File: config.mk
export PLATFORM = sky130hd
export DESIGN_NAME = ref_clk_tap_switch
export DESIGN_NICKNAME = d
export VERILOG_FILES = /design/src/rtl/ref_clk_tap_switch.sv
export SDC_FILE = /design/constraint.sdc
export NUM_CORES = 1
export LEC_CHECK = 0
export BUFFER_PORTS_ARGS = -buffer_cell sky130_fd_sc_hd__buf_2
export CORE_MARGIN = 8
export CORE_UTILIZATION = 40
export CTS_CLUSTER_DIAMETER = 200
export CTS_CLUSTER_SIZE = 25
export DETAILED_ROUTE_END_ITERATION = 10
export HOLD_SLACK_MARGIN = 0.12
export PLACE_DENSITY = 0.67
export SYNTH_ARGS = -nofsm -noshare
export SYNTH_HDL_FRONTEND = slang
export SYNTH_SLANG_ARGS = --single-unit
File: constraint.sdc
create_clock -name clk -period 2.25 [get_ports clk]
set_input_delay 0.3375 -clock clk [delete_from_list [all_inputs] [get_ports clk]]
set_output_delay 0.3375 -clock clk [all_outputs]
set_load 0.01 [all_outputs]
File: src/rtl/ref_clk_tap_switch.sv
// ref_clk_tap_switch
//   One-hot transmission-gate enable driver for the reference-clock divider
//   taps. A tap change first turns every gate off for BBM_CYCLES cycles.
//   It then enables the new tap and waits SETTLE_CYCLES cycles before it
//   reports completion. Two taps are therefore never shorted together.
// Ports:
//   clk           block clock
//   rstn          synchronous active-low reset
//   ref_clk_sel   requested tap index (level-sampled)
//   err_clr       clears the sticky sel_err flag
//   tgate_control one-hot tgate enables (all-zero during the break)
//   cur_sel       index of the tap currently enabled / being made
//   busy          high from switch start until switch_done
//   switch_done   one-cycle pulse at the end of the settle window
//   sel_err       sticky flag, an out-of-range select was seen
module ref_clk_tap_switch #(
  parameter int unsigned NUM_TAPS      = 5,
  parameter int unsigned SEL_W         = 3,
  parameter int unsigned DEFAULT_TAP   = 1,
  parameter int unsigned BBM_CYCLES    = 4,
  parameter int unsigned SETTLE_CYCLES = 8
) (
  input  logic                clk,
  input  logic                rstn,
  input  logic [SEL_W-1:0]    ref_clk_sel,
  input  logic                err_clr,
  output logic [NUM_TAPS-1:0] tgate_control,
  output logic [SEL_W-1:0]    cur_sel,
  output logic                busy,
  output logic                switch_done,
  output logic                sel_err
);

  localparam int unsigned CNT_MAX = (BBM_CYCLES > SETTLE_CYCLES) ? BBM_CYCLES : SETTLE_CYCLES;
  localparam int unsigned CNT_W   = (CNT_MAX > 1) ? $clog2(CNT_MAX) : 1;
  localparam int unsigned SEL_N   = 2 ** SEL_W;
  localparam logic [SEL_W-1:0] DEF_SEL = SEL_W'(DEFAULT_TAP);

  // Per-code validity table; avoids a constant compare when NUM_TAPS == 2**SEL_W.
  function automatic logic [SEL_N-1:0] f_range_mask();
    logic [SEL_N-1:0] m;
    m = '0;
    for (int unsigned i = 0; i < SEL_N; i++) m[i] = (i < NUM_TAPS);
    return m;
  endfunction

  localparam logic [SEL_N-1:0] RANGE_MASK = f_range_mask();

  function automatic logic [NUM_TAPS-1:0] f_onehot(input logic [SEL_W-1:0] idx);
    return NUM_TAPS'(1) << idx;
  endfunction

  typedef enum logic [1:0] {S_IDLE, S_BREAK, S_SETTLE} state_t;

  state_t              r_state;
  logic [CNT_W-1:0]    r_cnt;
  logic [SEL_W-1:0]    r_target;
  logic [SEL_W-1:0]    r_cur;
  logic [NUM_TAPS-1:0] r_tgate;
  logic                r_busy;
  logic                r_done;
  logic                r_err;

  logic                w_in_range;
  logic [SEL_W-1:0]    w_tgt;

  // Out-of-range requests fall back to the default tap.
  assign w_in_range = RANGE_MASK[ref_clk_sel];
  assign w_tgt      = w_in_range ? ref_clk_sel : DEF_SEL;

  // Break-before-make sequencer with registered outputs.
  always_ff @(posedge clk) begin
    if (!rstn) begin
      r_state  <= S_IDLE;
      r_cnt    <= '0;
      r_target <= DEF_SEL;
      r_cur    <= DEF_SEL;
      r_tgate  <= f_onehot(DEF_SEL);
      r_busy   <= 1'b0;
      r_done   <= 1'b0;
      r_err    <= 1'b0;
    end else begin
      r_done <= 1'b0;
      // A set wins over a clear in the same cycle.
      if (!w_in_range)  r_err <= 1'b1;
      else if (err_clr) r_err <= 1'b0;

      case (r_state)
        S_IDLE: begin
          if (w_tgt != r_cur) begin
            r_target <= w_tgt;
            r_tgate  <= '0;
            r_busy   <= 1'b1;
            r_cnt    <= CNT_W'(BBM_CYCLES - 1);
            r_state  <= S_BREAK;
          end
        end
        S_BREAK: begin
          if (r_cnt == '0) begin
            r_tgate <= f_onehot(r_target);
            r_cur   <= r_target;
            r_cnt   <= CNT_W'(SETTLE_CYCLES - 1);
            r_state <= S_SETTLE;
          end else begin
            r_cnt <= r_cnt - CNT_W'(1);
          end
        end
        S_SETTLE: begin
          if (r_cnt == '0) begin
            r_busy  <= 1'b0;
            r_done  <= 1'b1;
            r_state <= S_IDLE;
          end else begin
            r_cnt <= r_cnt - CNT_W'(1);
          end
        end
        default: r_state <= S_IDLE;
      endcase
    end
  end

  assign tgate_control = r_tgate;
  assign cur_sel       = r_cur;
  assign busy          = r_busy;
  assign switch_done   = r_done;
  assign sel_err       = r_err;

endmodule

After elaboration in Yosys (flattened, before gate mapping)
Memories as Yosys holds them, arrays and structs flattened. Cells that the tools add are included.

Memories: 1. RAM bits: 0. Memory bits (read-only): 8. Output and inout port bits: 11. Bits in registers: 19. Logic and storage cells: 51. Latch bits: 0. Input bits: 6.

Multiplexer cells: 19. Reductions and logical operators: 12. Div/mod/pow operators: 0. Magnitude comparators: 1. $mul: 0. Bitwise operators: 0. $add $sub $neg: 1. Shift operators: 1. Equality and inequality tests: 8.

Memory list: (name not given) (depth 8, bits a word 1, rd ports 1, clocked after Yosys merged registers in 0, write ports 0, line 68) `assign w_in_range = RANGE_MASK[ref_clk_sel];`.

Operators by type and width (count): 3-bit two-way mux (4); 3-bit AND reduction (4); 5-bit two-way mux (2); 2-bit != test (second input constant) (5); 5-bit one-hot mux with 2 select lines (1); 3-bit one-hot mux with 3 select lines (1); 1-bit two-way mux (6); 2-bit two-way mux (3); 2-bit one-hot mux with 3 select lines (1); 2-bit AND reduction (3); 1-bit by 3-bit left shift with 5-bit output (first input constant) (1); 3-bit by 4-bit less-than comparator with 1-bit output (second input constant) (1); 2-bit nonzero test (2); 3-bit logical NOT (1); 3-bit != test (1); 3-bit nonzero test (1); 3-bit by 1-bit subtractor with 3-bit output (second input constant) (1); 2-bit by 1-bit == test with 1-bit output (second input constant) (1); 2-bit == test (second input constant) (1); 2-bit logical NOT (1); 1-bit one-hot mux with 2 select lines (1).

Logic depth before layout (Yosys ltp)
Depth in word-level cells: 6. Depth in mapped cells: 8. Mapped depth without buffers: 7.

Least setup slack after synthesis
OpenSTA, ideal clock, no wires.

Path kind: input port to flip-flop. Start: input port ref_clk_sel[1]. End: register r_tgate[1], in the netlist tgate_control[1]. Data required time: 2.129 ns. Buffers on the path: 2. Path slack: 0.425 ns. Stages: 7. Library setup time: 0.121 ns. Data arrival time: 1.704 ns. Cell sequence: buf_6 nor3b_2 nand2_1 a221oi_4 a21o_1 buf_6 mux2_4.

Longest elaborated chain between the ends: 6.

RTL lines: start: declaration (line 25) `input logic [SEL_W-1:0] ref_clk_sel,`; memory read 8 x 1 bit; 1-bit two-way mux (not written as such) (line 68); 3-bit two-way mux (*) (line 69) `assign w_tgt = w_in_range ? ref_clk_sel : DEF_SEL;`; 3-bit != test (*) (line 90) `if (w_tgt != r_cur) begin`; 2-bit != test (no source line) (*); 3-bit AND reduction (no source line) (*); end signal: assignment (line 78) `r_tgate <= f_onehot(DEF_SEL);`; end signal: assignment (line 100) `r_tgate <= f_onehot(r_target);`; end: declaration (line 59) `logic [NUM_TAPS-1:0] r_tgate;`.

Mark *: on every way between the ends. The rest lies on a longest branch, timed or not. The select of a mux whose other input is x is not followed. A chain may end at the register's enable or synchronous reset.

Worst setup path in the final report
Start: register r_cur[0], in the netlist cur_sel[0]. End: register r_tgate[0], in the netlist tgate_control[0].

Longest elaborated chain between the ends: 3.

RTL lines: start: declaration (line 58) `logic [SEL_W-1:0] r_cur;`; start signal: assignment (line 101) `r_cur <= r_target;`; 3-bit != test (line 90); 2-bit != test (no source line); 3-bit AND reduction (no source line).

No other way between the ends.

==> results_dict.tcl <==
set metrics [dict create \
    start_kind "flip-flop" \
    vias 918 \
    criticalPathCategory "flip-flop to flip-flop" \
    cts-root-buf "clkbuf_4" \
    synth_cell_type_count 35 \
    dieHeight_um 68.3 \
    slew_viol_final 0 \
    grt_pass1_vias 863 \
    cap_violations 0 \
    cp.arrival_ns 2.08 \
    final_core_utilization_pct 45.5 \
    p_per_area_nw_per_um2 1040 \
    period_needed_ns 1.83 \
    synthCells 121 \
    n_antenna_cell 0 \
    vias_per_cell 5.50 \
    worstPathMaxFanout 10 \
    numCtsBuffers 3 \
    hold_buffers 0 \
    hold_viol 0 \
    die_w_um 68.3 \
    finalCritPeriodShare_pct 81.4 \
    setup_viol 0 \
    hold_path.class "primary input to flip-flop" \
    cts_setup_buffers 0 \
    avgRoutedWirePerCell_um 13.2 \
    path_clk_slew_ns 0.11 \
    dpl_cell_area_um2 1180 \
    place_hpwl_mm 1.62 \
    yosysWarnings 0 \
    syn_to_final_growth_pct 11.0 \
    timing.hold.ws_ns 0.288 \
    antenna_found_initial 0 \
    globalplace.congestion 0.846 \
    rsz0062_at_grt "no" \
    grt_max_degree 30 \
    grt-ovfl-total 0 \
    ctsResizeCount 0 \
    remaining_drc_errors 0 \
    portBuffers 16 \
    crit_required_ns 2.50 \
    grt_use_total_pct 10.1 \
    numClockSinks 19 \
    dr.pass1.iters 4 \
    cts_max_level 1 \
    syn_area_um2 1090 \
    fin_setup_tns_ns 0 \
    ant_nets 0 \
    cts_tree "yes" \
    synth.avg_cell_area_um2 9.03 \
    synth_nets 134 \
    postLayoutCellArea_um2 1210 \
    placementRows 19 \
    initial_core_util_pct 41.0 \
    fmax_mhz 546 \
    worst_slew_pin_slew_ns 0.496 \
    io-pin-count 17 \
    p_leak_nw 0.511 \
    seq_area_frac_synth_pct 34.8 \
    ir_drop_v 0.000638 \
    insertion_delay_ns 0.31 \
    drive_gt1_share_pct 22.1 \
    skew_ns 0.00461 \
    ys_ff_latch 19 \
    fillers 262 \
    run_status "finished clean" \
    dieArea_um2 4660 \
    finalWirelength_mm 2.21 \
    clock_tree.buffer_depth 2 \
    fin_nets 150 \
    endpoint_kind "flip-flop" \
    relSlewSlack_pct 66.8 \
    grt_pass1_wl_mm 3.66 \
    drt_iter0_markers 58 \
    coreArea_um2 2660 \
]
## per-stage QoR
step                worst slack, ns  std cells  total power, mW
floorplan                     0.425        121            0.955
global placement              0.362        163             1.07
detailed placement            0.317        163             1.09
finish                        0.419        167             1.26
CTS                           0.396        167             1.27
global route                  0.274        167             1.37
## logic make-up (layout without fill, tap and decap cells)
logic type               count (synthesis)  after routing  synth area share [%]
AO/OA/AOI/OAI                           28             28                  21.1
XOR/XNOR                                 1              1                 0.802
adder cells (fa/ha/maj)                  7              7                  8.02
buffers and inverters                   13             28                  5.84
flip-flops                              19             19                  34.8
multiplexers                             7              7                  7.33
AND/OR/NAND/NOR                         46             46                  22.1
## final cells by class
type | instances | area [µm²] | share of cell area, %
flip-flops and latches | 19 | 380 | 31.4
repair buffers | 18 | 95.1 | 7.84
well taps | 31 | 38.8 | 3.20
clock inverters | 1 | 5.00 | 0.413
multi-input cells | 89 | 648 | 53.5
clock buffers | 3 | 22.5 | 1.86
inverters | 6 | 22.5 | 1.86
## power breakdown
part           switching (mW)  total (mW)  internal (mW)
Combinational           0.344       0.630          0.286
Sequential             0.0534       0.452          0.399
Clock                   0.112       0.178         0.0665
Total                   0.509        1.26          0.752
## registers in the layout (all words and copies together) (netlist names)
signal         flops
tgate_control      5
r_state            2
sel_err            1
cur_sel            3
switch_done        1
busy               1
r_cnt              3
r_target           3
## placed cells by master, fill, tap and decap left out, types with 2 or more instances in the layout
cell	Yosys	final
a21boi_0	4	4
buf_2	0	16
buf_4	0	2
clkbuf_4	0	3
dfxtp_1	19	19
ha_1	7	7
inv_1	6	6
mux2_4	2	2
mux2i_1	5	5
nand2_1	15	15
nand2b_1	4	4
nand3_1	7	7
nand4_1	4	4
nand4b_1	2	2
nor2_1	5	5
nor2b_1	3	3
o211ai_1	4	4
o21ai_0	8	8
o311a_2	2	2
## synthesized netlist by cell type (all sizes together)
cell	number	area, µm²
clkbuf	5	18.8
inv	6	22.5
a2bb2oi	1	8.76
o311a	2	22.5
a21o	1	7.51
xnor2	1	8.76
nand2	15	56.3
mux2i	5	50.1
ha	7	87.6
a211o	1	8.76
nand2b	4	25.0
o21ai	8	40.0
a211oi	1	7.51
nor3	1	5.00
buf	2	22.5
nand4b	2	17.5
o22ai	1	6.26
dfxtp	19	380
a21oi	1	5.00
nand4	4	25.0
nand3b	1	7.51
nor2b	3	18.8
mux2	2	30.0
a31oi	1	21.3
or2	1	6.26
o211ai	4	30.0
and3	1	6.26
nor3b	2	20.0
nand3	7	35.0
a32oi	1	8.76
o31ai	1	7.51
nor2	5	18.8
a21boi	4	30.0
a221oi	1	26.3
## metal layers
layer  GRT usage, %  part of all wire, %  vias up
met5              0                    0        -
met4           3.32                  1.0        0
met3           4.42                  6.2        4
met2           17.9                   49       23
met1           10.4                   44      431
li1               -                    -      460
## critical path: stages (launching register included)
cell       delay (ns)
dfxtp_1          0.49
nand4_1          0.12
a2bb2oi_1        0.19
a221oi_4         0.46
a21o_1           0.17
buf_4            0.15
mux2i_1          0.18
## final timing paths
| path | start | endpoint | slack, ns | depth (start not counted) |
|---|---|---|---|---|
| hold reg to reg | tgate_control[3]$_SDFFE_PN0P_ | tgate_control[3]$_SDFFE_PN0P_ | 0.46 | 2 |
| setup reg to reg | cur_sel[0]$_SDFFE_PN1P_ | tgate_control[0]$_SDFFE_PN0P_ | 0.42 | 6 |
| setup / recovery | cur_sel[0]$_SDFFE_PN1P_ | tgate_control[0]$_SDFFE_PN0P_ | 0.42 | 6 |
| hold / removal | err_clr | sel_err$_SDFFE_PN0P_ | 0.29 | 3 |
Power figures use the tool's default switching activity.
